**config.mk**
```make
export PLATFORM = sky130hd
export DESIGN_NAME = apb_regfile_ws
export DESIGN_NICKNAME = d
export VERILOG_FILES = /design/src/rtl/apb_regfile_ws.sv
export SDC_FILE = /design/constraint.sdc
export NUM_CORES = 1
export LEC_CHECK = 0
export ABC_AREA = 1
export CORE_AREA = 2 2 243 245
export DETAILED_ROUTE_END_ITERATION = 10
export DIE_AREA = 0 0 245 247
export PLACE_DENSITY = 0.72
export SYNTH_ARGS = -nofsm -noshare
export SYNTH_HDL_FRONTEND = slang
export SYNTH_SLANG_ARGS = --single-unit
```
**constraint.sdc**
```tcl
create_clock -name pclk -period 2.4 [get_ports pclk]
set_input_delay 0.6 -clock pclk [delete_from_list [all_inputs] [get_ports pclk]]
set_output_delay 0.6 -clock pclk [all_outputs]
set_load 0.01 [all_outputs]
```
**src/rtl/apb_regfile_ws.sv**
```systemverilog
// rtl/apb_regfile_ws.sv - APB4 slave register file with byte strobes, wait states, RO mask
module apb_regfile_ws #(
  parameter int                    DATA_WIDTH  = 32,
  parameter int                    DEPTH       = 16,
  parameter int                    ADDR_WIDTH  = 32,
  parameter int                    WAIT_STATES = 0,
  parameter logic [DEPTH-1:0]      RO_MASK     = '0,
  parameter logic [DATA_WIDTH-1:0] RESET_VAL   = '0
) (
  input  logic                        pclk,
  input  logic                        presetn,
  input  logic [ADDR_WIDTH-1:0]       paddr,
  input  logic                        psel,
  input  logic                        penable,
  input  logic                        pwrite,
  input  logic [DATA_WIDTH-1:0]       pwdata,
  input  logic [DATA_WIDTH/8-1:0]     pstrb,
  output logic [DATA_WIDTH-1:0]       prdata,
  output logic                        pready,
  output logic                        pslverr,
  output logic [DEPTH*DATA_WIDTH-1:0] regs_o
);

  localparam int NB  = DATA_WIDTH / 8;
  localparam int LSB = $clog2(NB);
  localparam int IW  = $clog2(DEPTH);
  localparam logic [ADDR_WIDTH-1:0] SPAN = ADDR_WIDTH'(DEPTH * NB);

  typedef enum logic {IDLE, ACCESS} state_t;

  state_t                state_q, state_d;
  logic [3:0]            wcnt_q, wcnt_d;
  logic [IW-1:0]         idx_q, idx_d;
  logic                  write_q, write_d;
  logic                  err_q, err_d;
  logic [DATA_WIDTH-1:0] prdata_q, prdata_d;
  logic [DATA_WIDTH-1:0] regs_q [DEPTH];
  logic [DATA_WIDTH-1:0] regs_d [DEPTH];

  logic [IW-1:0] addr_idx;
  logic          err_addr;
  logic          err_ro;

  assign addr_idx = paddr[LSB +: IW];
  assign err_addr = (paddr[LSB-1:0] != '0) || (paddr >= SPAN);
  assign err_ro   = pwrite && RO_MASK[addr_idx];

  assign pready  = (state_q == ACCESS) && (wcnt_q == 4'd0);
  assign pslverr = pready && err_q;
  assign prdata  = prdata_q;

  for (genvar i = 0; i < DEPTH; i++) begin : g_flat
    assign regs_o[i*DATA_WIDTH +: DATA_WIDTH] = regs_q[i];
  end

  always_comb begin
    state_d  = state_q;
    wcnt_d   = wcnt_q;
    idx_d    = idx_q;
    write_d  = write_q;
    err_d    = err_q;
    prdata_d = prdata_q;
    regs_d   = regs_q;
    case (state_q)
      IDLE: begin
        if (psel && !penable) begin
          idx_d   = addr_idx;
          write_d = pwrite;
          err_d   = err_addr || err_ro;
          wcnt_d  = 4'(WAIT_STATES);
          if (!pwrite) begin
            prdata_d = err_addr ? '0 : regs_q[addr_idx];
          end
          state_d = ACCESS;
        end
      end
      ACCESS: begin
        // Dropping psel mid-transfer abandons it without touching the registers.
        if (!psel) begin
          state_d = IDLE;
        end else if (wcnt_q != 4'd0) begin
          wcnt_d = wcnt_q - 4'd1;
        end else if (penable) begin
          state_d = IDLE;
          if (write_q && !err_q) begin
            for (int b = 0; b < NB; b++) begin
              if (pstrb[b]) begin
                regs_d[idx_q][b*8 +: 8] = pwdata[b*8 +: 8];
              end
            end
          end
        end
      end
      default: state_d = IDLE;
    endcase
  end

  always_ff @(posedge pclk) begin
    if (!presetn) begin
      state_q  <= IDLE;
      wcnt_q   <= 4'd0;
      idx_q    <= '0;
      write_q  <= 1'b0;
      err_q    <= 1'b0;
      prdata_q <= '0;
      for (int i = 0; i < DEPTH; i++) begin
        regs_q[i] <= RESET_VAL;
      end
    end else begin
      state_q  <= state_d;
      wcnt_q   <= wcnt_d;
      idx_q    <= idx_d;
      write_q  <= write_d;
      err_q    <= err_d;
      prdata_q <= prdata_d;
      regs_q   <= regs_d;
    end
  end

endmodule

```
# After elaboration in Yosys (flattened, before gate mapping)
# Memories as Yosys holds them, arrays and structs flattened.
# Cells that the tools add are included.
[totals]
memories = 1
ff_bits = 555
in_bits = 73
mem_bits_ro = 16
wordCells = 99
output_inout_bits = 546
[mem_list]
columns = ["memory", "depth", "width", "read_ports", "rd_ports_with_merged_regs", "wr", "line", "text"]
rows = [
  ["(name not given)", 16, 1, 1, 0, 0, "46", "assign err_ro = pwrite && RO_MASK[addr_idx];"],
]
[classes]
reduce_logical = 17
eq_ne = 3
mux = 45
order_cmp = 5
n_addsub = 1
bitwise_logic = 5
[ops]
columns = ["operator", "n"]
rows = [
  ["$mux 512", 19],
  ["$bwmux 512", 4],
  ["$demux 32 s4", 4],
  ["$bmux 32 s4", 1],
  ["$mux 32", 4],
  ["$ge 32x7->1 const B", 1],
  ["$mux 24", 1],
  ["$mux 16", 1],
  ["$mux 4", 3],
  ["$ge 5x5->1 const B", 2],
  ["$not 4->5", 2],
  ["$mux 8", 1],
  ["$pmux 4 s2", 1],
  ["$logic_and 1x1->1", 6],
  ["$reduce_and 3->1", 2],
  ["$lt 4x5->1 const B", 1],
  ["$lt 5x1->1 const B", 1],
  ["$mux 1", 5],
  ["$reduce_and 5->1", 1],
  ["$logic_not 4->1", 1],
  ["$ne 2x2->1 const B", 2],
  ["$reduce_bool 4->1", 1],
  ["$sub 4x1->4 const B", 1],
  ["$not 1->1", 3],
  ["6 further kinds", 8],
]

# Longest topological paths before layout
# Gate-level depths: netlist (run 1).
[depth]
ltp_word = 28
mapped_depth = 12
mapped_depth_nobuf = 11

# Least setup slack after synthesis (run 1)
# OpenSTA, ideal clock, no wires.
[synth_timing]
kind = "input to register"
from = "input paddr[2]"
to = "register prdata_q[0], in the netlist prdata[0]"
path_stages = 10
required_time_ns = 2.341
n_path_buf = 3
slack_ns = 0.641
arrival_time_ns = 1.700
path_cell_list = "clkbuf_1 > clkinv_1 > clkbuf_1 > clkbuf_1 > nand2_1 > nand3_1 > nand3_1 > nand3_1 > nand3_1 > nand2_1"
[synth_between]
elab_chain_cells = 5
elab_cells_between_ends = 7
classes_between = "order compare: 1; mux: 4; bitwise: 1; reduce/logical: 1"
[synth_rtl]
columns = ["element", "line", "text"]
rows = [
  ["start, declared", "12", "input logic [ADDR_WIDTH-1:0] paddr,"],
  ["parallel branches: the longest is 4 deep, another holds $ge 32x7->1", "n/a", ""],
  ["$mux 32 *", "72", "prdata_d = err_addr ? '0 : regs_q[addr_idx];"],
  ["end signal, assigned", "115", "prdata_q <= prdata_d;"],
  ["end, declared", "36", "logic [DATA_WIDTH-1:0] prdata_q, prdata_d;"],
]
# Every way passes the cells marked *. The select of a mux whose other input is x is not followed.
# A chain may end at the register's enable or synchronous reset.

# Final worst setup path (run 1)
[layout_timing]
from = "register regs_q (netlist bit regs_o[406])"
to = "output regs_o[406]"
[layout_lines]
columns = ["element", "line", "text"]
rows = [
  ["start, declared", "37", "logic [DATA_WIDTH-1:0] regs_q [DEPTH];"],
  ["start signal, assigned", "116", "regs_q <= regs_d;"],
  ["end, declared", "21", "output logic [DEPTH*DATA_WIDTH-1:0] regs_o"],
]
# No word-level cell between the ends.

==> results of run 1 <==
## cells in the mapped netlist (all sizes together)
master	number	area [um2]
dfxtp	555	11100
a21oi	460	2300
and2	1	6.26
ha	1	12.5
nand3	706	3530
nand3b	1	7.51
nor2	171	689
o22ai	4	25.0
buf	96	523
o21ai	4	20.0
clkbuf	217	815
o21a	1	7.51
nor3	25	360
inv	102	390
clkinv	3	11.3
nand2	1406	5310
nand4	64	400
## state kept, by name, summed over array words and instances (netlist names)
signal   flops
state_q      1
prdata      32
regs_o     512
wcnt_q       4
idx_q        4
write_q      1
err_q        1
## kinds of logic (layout without fill, tap and decap cells)
| family | count (synthesis) | count (layout) | share of synthesized area |
|---|---|---|---|
| AND/OR/NAND/NOR | 2374 | 2374 | 0.404 |
| flip-flops | 555 | 555 | 0.435 |
| AO/OA/AOI/OAI | 469 | 469 | 0.0923 |
| buffers and inverters | 418 | 1015 | 0.0681 |
| adder cells (fa/ha/maj) | 1 | 1 | 0.000490 |
| other | 0 | 4 | 0 |
## worst min-delay path, stage by stage
cell     delay, ns
buf_2         0.16
nand2_1       0.08
a21oi_1       0.04
## power by group
part           switching, W  leakage, nW  internal (W)
Clock               0.00398        0.995       0.00575
Combinational       0.00107         7.22      0.000442
Sequential        0.0000115         4.47       0.00922
## cell type report
class | count | area share
multi-input combinational | 2844 | 0.358
sequential | 555 | 0.313
timing repair buffer | 802 | 0.232
clock buffer | 92 | 0.0504
tap | 773 | 0.0272
inverter | 105 | 0.0118
clock inverter | 16 | 0.00739
antenna | 4 | 0.000282
## placed cells by master, fill, tap and decap left out, types with 2 or more instances in the layout
cell type        netlist  layout
nor2_2                 7       7
nand2_4                4       4
clkinv_2               0       4
clkinvlp_4             0       4
clkdlybuf4s50_1        0     610
clkbuf_1             217      14
nor2_1               160     158
nand3_1              706     706
buf_6                  6       2
clkbuf_16              0      59
o21ai_0                4       4
clkbuf_8               0      20
clkinv_8               0       2
nor3_1                 3       2
clkinv_1               3       2
a21oi_1              460     459
buf_12                 0      57
inv_2                  2       5
diode_2                0       4
inv_8                  0       2
buf_4                  9     127
nor3_4                20      21
dfxtp_2                0       2
buf_2                 67       5
inv_1                 97      92
inv_4                  3       4
o22ai_1                4       4
nand2_1             1402    1401
dfxtp_1              555     553
nand4_1               64      64
nor2_4                 4       6
nor3_2                 2       2
bufinv_16              0       6
## worst min path at each step
stage | to | slack (ns) | cells past startpoint
global route | state_q$_SDFF_PN0_ | 0.29 | 3
finish | state_q$_SDFF_PN0_ | 0.30 | 3
floorplan | write_q$_SDFFE_PN0P_ | 0.44 | 1
detailed placement | prdata[10]$_SDFFE_PN0P_ | 0.44 | 2
global placement | prdata[7]$_SDFFE_PN0P_ | 0.44 | 2
CTS | state_q$_SDFF_PN0_ | 0.28 | 3
## per-layer routing
layer | global-route usage | vias up
met4 | 0.185 | 0
li1 | - | 13600
met2 | 0.560 | 1903
met5 | 0 | -
met3 | 0.0822 | 347
met1 | 0.463 | 13900
## per-stage QoR
step / power [W] / setup WS (ns)
floorplan: 0.0102 / 0.641
global placement: 0.0109 / -0.173
detailed placement: 0.0109 / -0.193
CTS: 0.0204 / -0.156
global route: 0.0209 / -0.0231
finish: 0.0205 / 0.0575
## timing repair
action                                  CTS  global route
hold buffers                              0             0
setup buffers                             1             2
endpoints found under the setup margin    2             2
gates cloned                              0             0
pin swaps                                 0             2
resized for setup                         4            17
==> reports/results.ini, run 1 <==
[placement]
gp_congestion=0.927
dpl.cell_count=5076
dpl_cell_area_um2=33400
hpwl_um=81600
port_buffers=618

[routing]
vias=29700
highest_layer=met4
wl_met3_um=13300
wl_met2_um=51300
m1WireLength_um=43300
routed_via_density=5.73
ant_nets=0
drt_iter0_markers=3630
post-route-drc-count=0
first_pass_iters=6
wl_per_cell_um=22.0
wl_um=114000

[logic_synthesis]
synth_area_um2=25500
synth_warnings=0
syn_area_per_cell_um2=6.69
yosys.cell_types.count=27
syn_inst=3817
synth_seq_area_share=0.435
synthesis.nets=3891
ys_seq_elements=555

[sta]
drv_slew=0
maxSlewHeadroom=0.538
period_needed_ns=2.34
fin_crit_sh=0.976
hold_violations=0
fmax_mhz=427
final.setup.tns_ns=0
holdWs_ns=0.301
setup_violations=0
worst_pin_slew_ns=0.693
rsz0062_at_grt=true
skew_ns=0.0336

[setup_path]
end_kind=primary output
critPathTopFamily=buffers and inverters
rrSetupSlack_ns=0.30
r2r.worst_path.cells=13
path_cells=clkdlybuf4s50_1
slowest_stage=clkdlybuf4s50_1
r2r-start=wcnt_q[1]$_SDFFE_PN0P_
reg2reg_to=regs_o[17]$_SDFFE_PN0P_
cp.depth=1
crit_path_max_incr_delay_ns=0.60
cp-start-kind=flip-flop
startpoint=regs_o[406]$_SDFFE_PN0P_
crit_path_end=regs_o[406]
path_buf_inv=1
setup.worst_path.class=flip-flop to primary output
cp.arrival_ns=1.74
cp.required_ns=1.80
path_max_fanout=3

[global_routing]
overflow=0
grtUsageTotal=0.358
grt_pass1_wl_um=166000
grt_pass1_vias=26200
antenna_found_initial=4
grt_max_degree=86

[final_layout]
final_cells=5191
seq_area_um2=11100
drive_gt1_frac=0.0775
nFillCells=5314
final_util=0.610
multi_input_area_um2=12700
stdcell_area_um2=35500
syn_to_final_growth_pct=39.3
nNetsFinal=4441

[outcome]
status=complete, no violations

[clock_network]
cts-buffers-inserted=59
cts.sinks=555
cts_tree=built
cts_max_path_buffers=3
clkLatencyLatePin_ns=0.65
path_clk_slew_ns=0.06
htree_levels=2
clock-root-buffer=clkbuf_16

[floorplanning]
die_w_um=245
die_area_um2=60500
io_pins=619
core-area_um2=58200
die-height_um=247
start_util=0.438
placementRows=89

[pwr]
p_leak_nw=12.7
vdd_drop_max_mv=0.570
power-per-cell-area_nw_per_um2=576

[hold_path]
hold_path_class=input pin to flip-flop
min_from=presetn

[job]
maxCapViolations=0

No activity file was read; power rests on OpenSTA's default activity.
==> run 2, diff against run 1 <==
--- a/config.mk
+++ b/config.mk
@@ -10,6 +10,7 @@
 export DETAILED_ROUTE_END_ITERATION = 10
 export DIE_AREA = 0 0 245 247
 export PLACE_DENSITY = 0.72
+export REMOVE_ABC_BUFFERS = 1
 export SYNTH_ARGS = -nofsm -noshare
 export SYNTH_HDL_FRONTEND = slang
 export SYNTH_SLANG_ARGS = --single-unit
==> run 2 against run 1 <==
Effect of this change:
- clock power up 4%
- worst hold slack better by 0.15 ns
- clock-buffer cell count down 13
- first-iteration DRC count up 2.4%
- critical path depth up 6
- core utilization up 0.17 points
- combinational power about the same
- final cell count up 0.17%
- highest routed layer unchanged
==> reports/results.ini, run 2 (synthesis gave the netlist of run 1 again) <==
[final_layout]
syn_to_final_growth_pct=39.7
final_cells=5200  ; +0.17%
final_common_cell=nand2_1
largest_register_ffs=512  ; unchanged
nNetsFinal=4455  ; +0.32%
drive_gt1_frac=0.0811  ; +0.00363
nFillCells=5324  ; +0.19%
seq_area_um2=11100  ; about the same
stdcell_area_um2=35600  ; +0.27%
multi_input_area_um2=12800  ; +0.28%
mostFrequentLayoutCells=nand2_1 (1401), nand3_1 (706), clkdlybuf4s50_1 (610)

[sta]
fin_crit_sh=0.970  ; -0.00615
period_needed_ns=2.33  ; -0.0148 ns
drv_slew=0  ; unchanged
setup_violations=0  ; unchanged
fmax_mhz=430  ; +0.63%
final.setup.tns_ns=0  ; unchanged
maxSlewHeadroom=0.531  ; -0.00712
rsz0062_at_grt=false
skew_ns=0.0181  ; -0.0155 ns
worst_pin_slew_ns=0.701  ; +0.00848 ns
hold_violations=0  ; unchanged

[placement]
dpl_cell_area_um2=33500  ; +0.15%
gp_congestion=0.941  ; +1.6%
port_buffers=618  ; unchanged
dpl.cell_count=5093  ; +0.33%
hpwl_um=77000  ; -5.6%

[floorplanning]
die-height_um=247  ; unchanged
placementRows=89  ; unchanged
core-area_um2=58200  ; unchanged
die_area_um2=60500  ; unchanged
io_pins=619  ; unchanged
start_util=0.438  ; unchanged
die_w_um=245  ; unchanged

[global_routing]
grt_pass1_wl_um=165000  ; -0.40%
grt_max_degree=89  ; +3.5%
antenna_found_initial=1  ; -3
overflow=0  ; unchanged
grt_pass1_vias=26200  ; +0.35%
grtUsageTotal=0.355  ; -0.00320

[setup_path]
slowest_stage=dfxtp_1
end_kind=primary output
cp-start-kind=flip-flop
path_cells=inv_1, ha_4, inv_2, nor3_4, nand2_2, nor2_4, buf_6
critPathTopFamily=simple AND/OR/NAND/NOR gates
path_buf_inv=3  ; +2
setup.worst_path.class=flip-flop to primary output
crit_path_max_incr_delay_ns=0.32  ; -0.28 ns
path_max_fanout=3  ; unchanged
cp.required_ns=1.80  ; about the same
cp.arrival_ns=1.73  ; about the same

[clock_network]
clock-root-buffer=clkbuf_16
clkLatencyLatePin_ns=0.63  ; -0.02 ns
cts-buffers-inserted=58  ; -1.7%
path_clk_slew_ns=0.06  ; about the same
holdBufCountCts=0  ; unchanged
cts_max_path_buffers=3  ; unchanged
cts_tree=built
cts.sinks=555  ; unchanged
htree_levels=2  ; unchanged

[pwr]
vdd_drop_max_mv=0.608  ; +6.7%
p_leak_nw=12.8  ; +0.68%
power-per-cell-area_nw_per_um2=585  ; +1.6%

[routing]
wl_per_cell_um=21.6  ; -1.9%
drt_iter0_markers=3716  ; +2.4%
routed_via_density=5.68  ; -0.92%
vias=29500  ; -0.75%
wl_um=112000  ; -1.7%
post-route-drc-count=0  ; unchanged
ant_nets=0  ; unchanged
first_pass_iters=6  ; unchanged

[job]
maxCapViolations=0  ; unchanged

[outcome]
status=complete, no violations

[hold_path]
hold_path_class=flip-flop to flip-flop

[run 2: path summary, 6_finish.rpt]
check                                   to  cells past startpoint  slack, ns                     from
setup / recovery                   pslverr                      7       0.07   wcnt_q[1]$_SDFFE_PN0P_
hold / removal     prdata[27]$_SDFFE_PN0P_                      2       0.45  prdata[27]$_SDFFE_PN0P_
hold reg to reg    prdata[27]$_SDFFE_PN0P_                      2       0.45  prdata[27]$_SDFFE_PN0P_
setup reg to reg  regs_o[174]$_SDFFE_PN0P_                     12       0.30   wcnt_q[1]$_SDFFE_PN0P_
[run 2: tightest hold or removal path: stages, from the launching register on]
cell and delay [ns]:
dfxtp_1 0.31, nand2_1 0.06, nand2_1 0.04
[run 2: metrics by stage]
step | utilization | setup slack, ns | hold WS, ns | total power, W
final | 0.612 | 0.0723 | 0.452 | 0.0209
after global routing | 0.612 | 0.00183 | 0.473 | 0.0213
after CTS | 0.611 | 0.000290 | 0.455 | 0.0208
after detailed placement | 0.575 | -0.154 | 0.444 | 0.0109
after global placement | 0.575 | -0.130 | 0.437 | 0.0109
after floorplan | - | -3.82 | 0.442 | 0.00994
[run 2: per-layer routing]
| layer | up-vias | track usage | share of wire |
|---|---|---|---|
| li1 | 13600 | - | - |
| met2 | 1991 | 0.557 | 0.45 |
| met5 | - | 0 | 0 |
| met4 | 0 | 0.157 | 0.048 |
| met3 | 312 | 0.0702 | 0.11 |
| met1 | 13600 | 0.474 | 0.39 |
[run 2: power by group]
group,internal (W),leakage (nW),switching [W]
clock,0.00619,1.05,0.00392
sequential,0.00922,4.47,0.0000113
combinational,0.000430,7.24,0.00108
total,0.0158,12.8,0.00501
[run 2: area by class of cell]
class                           instances  share of cell area
Clock buffer                           79              0.0475
Antenna cell                            1           0.0000702
Multi-Input combinational cell       2844               0.358
Clock inverter                         26              0.0121
Tap cell                              773              0.0271
Inverter                              105              0.0118
Timing Repair Buffer                  817               0.232
Sequential cell                       555               0.312
[run 2: what timing repair did]
item	4_1_cts	5_1_grt
buffers inserted	0	1
resized for setup	7	10
setup endpoints to repair	2	2
pin swaps	1	2
